## src/rtl/control_pantalla_pkg.sv

```systemverilog
// Shared definitions for the display-mode controller: state encoding,
// cam_co field bases and the default frame-boundary line.
package control_pantalla_pkg;

  typedef enum logic [2:0] {
    NORMAL     = 3'd0,
    EDIT_HORA  = 3'd1,
    EDIT_FECHA = 3'd2,
    EDIT_CRONO = 3'd3,
    ALARMA     = 3'd4
  } state_t;

  localparam logic [3:0] BASE_HORA  = 4'd8;
  localparam logic [3:0] BASE_FECHA = 4'd5;
  localparam logic [3:0] BASE_CRONO = 4'd2;

  localparam logic [9:0] FRAME_LINE_DEF = 10'd515;

  function automatic logic is_edit(input state_t s);
    return (s == EDIT_HORA) || (s == EDIT_FECHA) || (s == EDIT_CRONO);
  endfunction

  // One-hot highlight for the field under the cursor; zero outside edit modes.
  function automatic logic [8:0] field_mask(input state_t s, input logic [1:0] cur);
    logic [3:0] base;
    base = BASE_HORA;
    case (s)
      EDIT_FECHA: base = BASE_FECHA;
      EDIT_CRONO: base = BASE_CRONO;
      default:    base = BASE_HORA;
    endcase
    if (!is_edit(s)) begin
      return '0;
    end
    return 9'd1 << (base - {2'b00, cur});
  endfunction

endpackage

```

## src/rtl/control_pantalla_frame_sync.sv

```systemverilog
// Frame-boundary detector: one reloj-cycle pulse when the VGA counters first
// reach (FRAME_LINE, 0), regardless of how long the pixel clock holds them.
module control_pantalla_frame_sync
  import control_pantalla_pkg::*;
#(
  parameter logic [9:0] FRAME_LINE = FRAME_LINE_DEF
) (
  input  logic       clk,
  input  logic       rst,
  input  logic [9:0] qh,
  input  logic [9:0] qv,
  output logic       frame_tick
);

  logic cond;
  logic cond_q;

  assign cond = (qv == FRAME_LINE) && (qh == 10'd0);

  always_ff @(posedge clk) begin
    if (rst) begin
      cond_q     <= 1'b0;
      frame_tick <= 1'b0;
    end else begin
      cond_q     <= cond;
      frame_tick <= cond && !cond_q;
    end
  end

endmodule

```

## src/rtl/control_pantalla.sv

```systemverilog
// Display-mode controller: arbitrates edit/alarm requests, moves a blinking
// cursor over the 9 fields and publishes the decoded state once per frame.
module control_pantalla
  import control_pantalla_pkg::*;
#(
  parameter int unsigned BLINK_FRAMES         = 30,
  parameter int unsigned ALARM_TIMEOUT_FRAMES = 1800,
  parameter logic [9:0]  FRAME_LINE           = FRAME_LINE_DEF
) (
  input  logic       reloj,
  input  logic       resetM,
  input  logic [9:0] Qh,
  input  logic [9:0] Qv,
  input  logic       btn_hora,
  input  logic       btn_fecha,
  input  logic       btn_crono,
  input  logic       btn_der,
  input  logic       btn_izq,
  input  logic       btn_salir,
  input  logic       alarma_req,
  input  logic       alarma_ack,
  output logic       P_HORA,
  output logic       P_FECHA,
  output logic       P_CRONO,
  output logic [8:0] cam_co,
  output logic       bit_alarma,
  output logic       frame_tick
);

  localparam int unsigned BW = (BLINK_FRAMES > 1) ? $clog2(BLINK_FRAMES) : 1;
  localparam int unsigned AW = $clog2(ALARM_TIMEOUT_FRAMES + 1);
  localparam logic [BW-1:0] BLINK_LAST = BW'(BLINK_FRAMES - 1);
  localparam logic [AW-1:0] ALARM_LAST = AW'(ALARM_TIMEOUT_FRAMES);

  state_t        state, state_n;
  state_t        saved_state, saved_state_n;
  logic [1:0]    cursor, cursor_n;
  logic [1:0]    saved_cursor, saved_cursor_n;
  logic          phase, phase_n;
  logic [BW-1:0] bcnt, bcnt_n;
  logic [AW-1:0] acnt, acnt_n;
  logic          req_q;

  logic          alarm_rise;
  logic          mode_btn;
  state_t        mode_tgt;
  logic          blink_run;

  control_pantalla_frame_sync #(
    .FRAME_LINE(FRAME_LINE)
  ) u_frame_sync (
    .clk       (reloj),
    .rst       (resetM),
    .qh        (Qh),
    .qv        (Qv),
    .frame_tick(frame_tick)
  );

  assign alarm_rise = alarma_req && !req_q;
  assign mode_btn   = btn_hora || btn_fecha || btn_crono;

  always_ff @(posedge reloj) begin
    if (resetM) begin
      state        <= NORMAL;
      saved_state  <= NORMAL;
      cursor       <= '0;
      saved_cursor <= '0;
      phase        <= 1'b1;
      bcnt         <= '0;
      acnt         <= '0;
      req_q        <= 1'b0;
    end else begin
      state        <= state_n;
      saved_state  <= saved_state_n;
      cursor       <= cursor_n;
      saved_cursor <= saved_cursor_n;
      phase        <= phase_n;
      bcnt         <= bcnt_n;
      acnt         <= acnt_n;
      req_q        <= alarma_req;
    end
  end

  always_comb begin
    state_n        = state;
    saved_state_n  = saved_state;
    cursor_n       = cursor;
    saved_cursor_n = saved_cursor;
    phase_n        = phase;
    bcnt_n         = bcnt;
    acnt_n         = acnt;
    blink_run      = is_edit(state);
    mode_tgt       = EDIT_CRONO;
    if (btn_hora) begin
      mode_tgt = EDIT_HORA;
    end else if (btn_fecha) begin
      mode_tgt = EDIT_FECHA;
    end

    if (alarm_rise) begin
      if (state != ALARMA) begin
        saved_state_n  = state;
        saved_cursor_n = cursor;
      end
      state_n   = ALARMA;
      acnt_n    = '0;
      bcnt_n    = '0;
      blink_run = 1'b0;
    end else if (state == ALARMA) begin
      blink_run = 1'b0;
      if (alarma_ack || (acnt == ALARM_LAST)) begin
        state_n  = saved_state;
        cursor_n = saved_cursor;
        acnt_n   = '0;
      end else if (frame_tick) begin
        acnt_n = acnt + 1'b1;
      end
    end else if (!alarma_ack) begin
      // A stray ack outside the alarm still consumes the cycle's lower events.
      if (btn_salir) begin
        if (is_edit(state)) begin
          state_n   = NORMAL;
          bcnt_n    = '0;
          blink_run = 1'b0;
        end
      end else if (mode_btn) begin
        if (mode_tgt != state) begin
          state_n   = mode_tgt;
          cursor_n  = '0;
          phase_n   = 1'b1;
          bcnt_n    = '0;
          blink_run = 1'b0;
        end
      end else if (is_edit(state) && (btn_der ^ btn_izq)) begin
        if (btn_der) begin
          cursor_n = (cursor == 2'd2) ? 2'd0 : cursor + 2'd1;
        end else begin
          cursor_n = (cursor == 2'd0) ? 2'd2 : cursor - 2'd1;
        end
        phase_n   = 1'b1;
        bcnt_n    = '0;
        blink_run = 1'b0;
      end
    end

    if (blink_run && frame_tick) begin
      if (bcnt == BLINK_LAST) begin
        bcnt_n  = '0;
        phase_n = !phase;
      end else begin
        bcnt_n = bcnt + 1'b1;
      end
    end
  end

  always_ff @(posedge reloj) begin
    if (resetM) begin
      P_HORA     <= 1'b0;
      P_FECHA    <= 1'b0;
      P_CRONO    <= 1'b0;
      cam_co     <= '0;
      bit_alarma <= 1'b0;
    end else if (frame_tick) begin
      P_HORA     <= (state == EDIT_HORA);
      P_FECHA    <= (state == EDIT_FECHA);
      P_CRONO    <= (state == EDIT_CRONO);
      cam_co     <= phase ? field_mask(state, cursor) : '0;
      bit_alarma <= (state == ALARMA);
    end
  end

endmodule

```

## config.mk

```make
export PLATFORM = sky130hd
export DESIGN_NAME = control_pantalla
export DESIGN_NICKNAME = d
export VERILOG_FILES = /design/src/rtl/control_pantalla_pkg.sv /design/src/rtl/control_pantalla_frame_sync.sv /design/src/rtl/control_pantalla.sv
export SDC_FILE = /design/constraint.sdc
export NUM_CORES = 1
export LEC_CHECK = 0
export BUFFER_PORTS_ARGS = -buffer_cell sky130_fd_sc_hd__buf_2
export CORE_MARGIN = 2
export CORE_UTILIZATION = 35
export DETAILED_ROUTE_END_ITERATION = 8
export MAX_ROUTING_LAYER = met4
export PLACE_DENSITY_LB_ADDON = 0.15
export SYNTH_ARGS = -nofsm -noshare
export SYNTH_HDL_FRONTEND = slang
export SYNTH_SLANG_ARGS = --single-unit
```

## constraint.sdc

```tcl
create_clock -name reloj -period 3.3 [get_ports reloj]
set_clock_uncertainty 0.15 [all_clocks]
set_input_delay 0.66 -clock reloj [delete_from_list [all_inputs] [get_ports reloj]]
set_output_delay 0.66 -clock reloj [all_outputs]
set_load 0.01 [all_outputs]
```

==> run metrics <==
Yosys warnings=0; Sw Pwr=282 uW; type of origin of the critical path=flop; sequential share of power=46.2%; worst-margin pin slew=0.481 ns; CP Data Required Time=3.38 ns; Seq/Total Area, Yosys=34.5%; commonest cells in the netlist=dfxtp_1, nor2_1, a21oi_1; First DRT Iteration DRCs=78; Post-Synth Adder-Cell Area=5.32%; Worst Hold Class=flop to flop; Mapped Cells=301; n_diodes=0; Hold EP=u_frame_sync.frame_tick$_SDFF_PP0_; main combinational cell family by area after synthesis=simple AND/OR/NAND/NOR gates; Internal=878 uW; syn avg cell area=8.28 um^2; ys async rst share=0%; GRT overflow=0; Synth Flop Type=dfxtp_1; kind of critical path=flop to flop; CTS buffer count=5; slowest cell on the critical path=dfxtp_1; Final Util=43.0%; Die H=88.4 um; core area=6830 um^2; Critical Path AT=2.80 ns; worst setup path startpoint=state[1]$_SDFFE_PP0P_; Synth cell types=58; initial antenna violation count=0; hold buffer count at cts=0; die span in x=88.4 um; CTS tree=done; Worst Hold Launch=u_frame_sync.cond_q$_SDFF_PP0_; die area=7820 um^2; EDFF count, synth=0; setup TNS=0 ns; # IOs=44; vias in the first global route=2,156; post-synthesis xor/xnor area fraction=2.81%; min cycle time layout=2.72 ns; Clock Tree Buf Depth=2; #FFs+latches synth=43; cell taking the most area after synthesis=dfxtp_1; Crit Path Max Fanout=15; Post CTS Setup Buffer Count=0; Initial Utilization=36.5%; Global Route Usage Sum=16.7%; status=finished, final reports clean; area fraction in and, or, nand and nor cells after synthesis=28.9%; synth top area cells=dfxtp_1, nor2_1, a21oi_1, ha_1, o21ai_0; Compound-Gate Fraction of Synth Area=20.4%; first-pass GRT wire length=10.1 mm; largest net degree at the start of global routing=26; fmax=368 MHz; Worst R2R Start=state[1]$_SDFFE_PP0P_; Worst R2R Path Depth=9; area grow syn2layout=17.8%; mapped cell area=2490 um^2; clock net sink count=43; RSZ-0062 raised after global routing=no; Pleak=0.00109 uW; clk_lat worst skew=0.30 ns; Period Utilization, post-route=82.4%; placement row count=30; fin. max-slew vios=0; most frequent cell after synthesis=dfxtp_1; Setup-failing EPs final=0; Fin. Hold Viols=0; routability congestion estimate=0.836; combinational group share of total power=11.2%; Crit path largest cell delay=0.61 ns; Top delay family on crit path=simple AND/OR/NAND/NOR gates; Post-route DRC=0; Clock Pin Slew Worst Setup and Hold Paths=0.08 ns; syn_nets=341; root buffer cell=clkbuf_8; drt first pass iters=5; vias per inst=5.23; Worst R2R Setup Slack=0.58 ns; Worst VDD drop=0.194 mV; CP dominant cell by count=inv_1; I/O Buffers=43; Post-CTS Resized=0; Worst slew margin=67.6%; Filler cells=716; DP HPWL=4.42 mm; Post-DRT Antenna Nets=0; FF-to-FF End=cam_co[8]$_SDFFE_PP0P_; cell breakdown of the critical path=nor3b_1, inv_1, ha_1, inv_1, fa_1, nand4b_1, nor2_1, nand4_1, a21oi_1; DR WL/cell=13.5 um; Max-Cap Viols=0; final WL=5.94 mm; Pwr per Cell Area=395 nW/um^2; hold depth=1; top cell type's share of synthesized area=34.5%; depth of the CTS H-tree=2; layout cell share with drive strength beyond 1=20.6%; vias after detailed routing=2,305; CP Capture Type=flop; worst path buffer plus inverter count=2; post-synthesis mux area share=2.86%; Layout Nets=384; Clock Power Share=42.6%; Sw Share=24.3%
-- per-layer routing --
layer  vias to the layer above  track usage, %  wire (um)
met5                         -               -          0
met4                         0            4.55         70
met2                        50            25.6       2590
li1                       1180               -          -
met3                         6            2.61        211
met1                      1069            23.0       3060
-- state kept, by name, summed over array words and instances (netlist names) --
name and count:
P_CRONO 1, P_FECHA 1, P_HORA 1, acnt 11, bcnt 5, bit_alarma 1
cam_co 9, cursor 2, phase 1, req_q 1, saved_cursor 2, saved_state 3
state 3, u_frame_sync.cond_q 1, u_frame_sync.frame_tick 1
-- cell type report --
cell class	instances	area, um^2	area share (%)
inverter	15	56.3	1.92
clock inverter	3	67.6	2.30
multi-input combinational	230	1500	51.2
tap	96	120	4.09
timing repair buffer	49	260	8.86
sequential	43	861	29.3
clock buffer	5	68.8	2.34
-- metrics by stage --
stage	power, uW	instance area, um^2	instances	hold slack (ns)	setup WS [ns]
finish	1160	2940	441	0.238	0.581
global route	1220	2940	441	0.261	0.262
CTS	1180	2940	441	0.240	0.590
detailed placement	678	2800	433	0.227	0.617
global placement	677	2800	433	0.220	0.647
floorplan	631	2490	301	0.217	0.875
-- placed cells by master (no fill, tap or decap), types with 6 or more instances in the layout --
| cell | n |
|---|---|
| dfxtp_1 | 43 |
| buf_2 | 43 |
| nor2_1 | 39 |
| a21oi_1 | 23 |
| o21ai_0 | 16 |
| inv_1 | 15 |
| nand2_1 | 11 |
| nor3_1 | 11 |
| nor2b_1 | 10 |
| nand2b_1 | 9 |
| ha_1 | 9 |
| nand3_1 | 8 |
| xnor2_1 | 7 |
| a211oi_1 | 7 |
| mux2i_1 | 6 |
| o31ai_1 | 6 |
| buf_4 | 6 |
-- worst max-delay path by stage --
stage,to,cells past startpoint
6_report,cam_co[8]$_SDFFE_PP0P_,9
5_1_grt,cam_co[0]$_SDFFE_PP0P_,9
4_1_cts,cam_co[8]$_SDFFE_PP0P_,9
3_5_place_dp,cam_co[8]$_SDFFE_PP0P_,9
3_3_place_gp,cam_co[8]$_SDFFE_PP0P_,9
2_1_floorplan,cam_co[8]$_SDFFE_PP0P_,10
-- kinds of logic (layout without fill, tap and decap cells) --
group                      after synthesis  count (layout)
AOI/OAI and AO/OA                       78              78
xor gates and xnor gates                 8               8
adders and majority gates               10              10
buffers and inverters                   28              72
DFF                                     43              43
muxes                                    7               7
and+or+nand+nor                        127             127
-- power groups by stage --
stage | clock [uW] | sequential (uW) | combinational, uW
2_1_floorplan | 0 | 539 | 91.8
3_3_place_gp | 0 | 548 | 129
3_5_place_dp | 0 | 549 | 129
4_1_cts | 509 | 536 | 130
5_1_grt | 533 | 538 | 145
6_report | 494 | 536 | 129
Power figures use the tool's default switching activity.
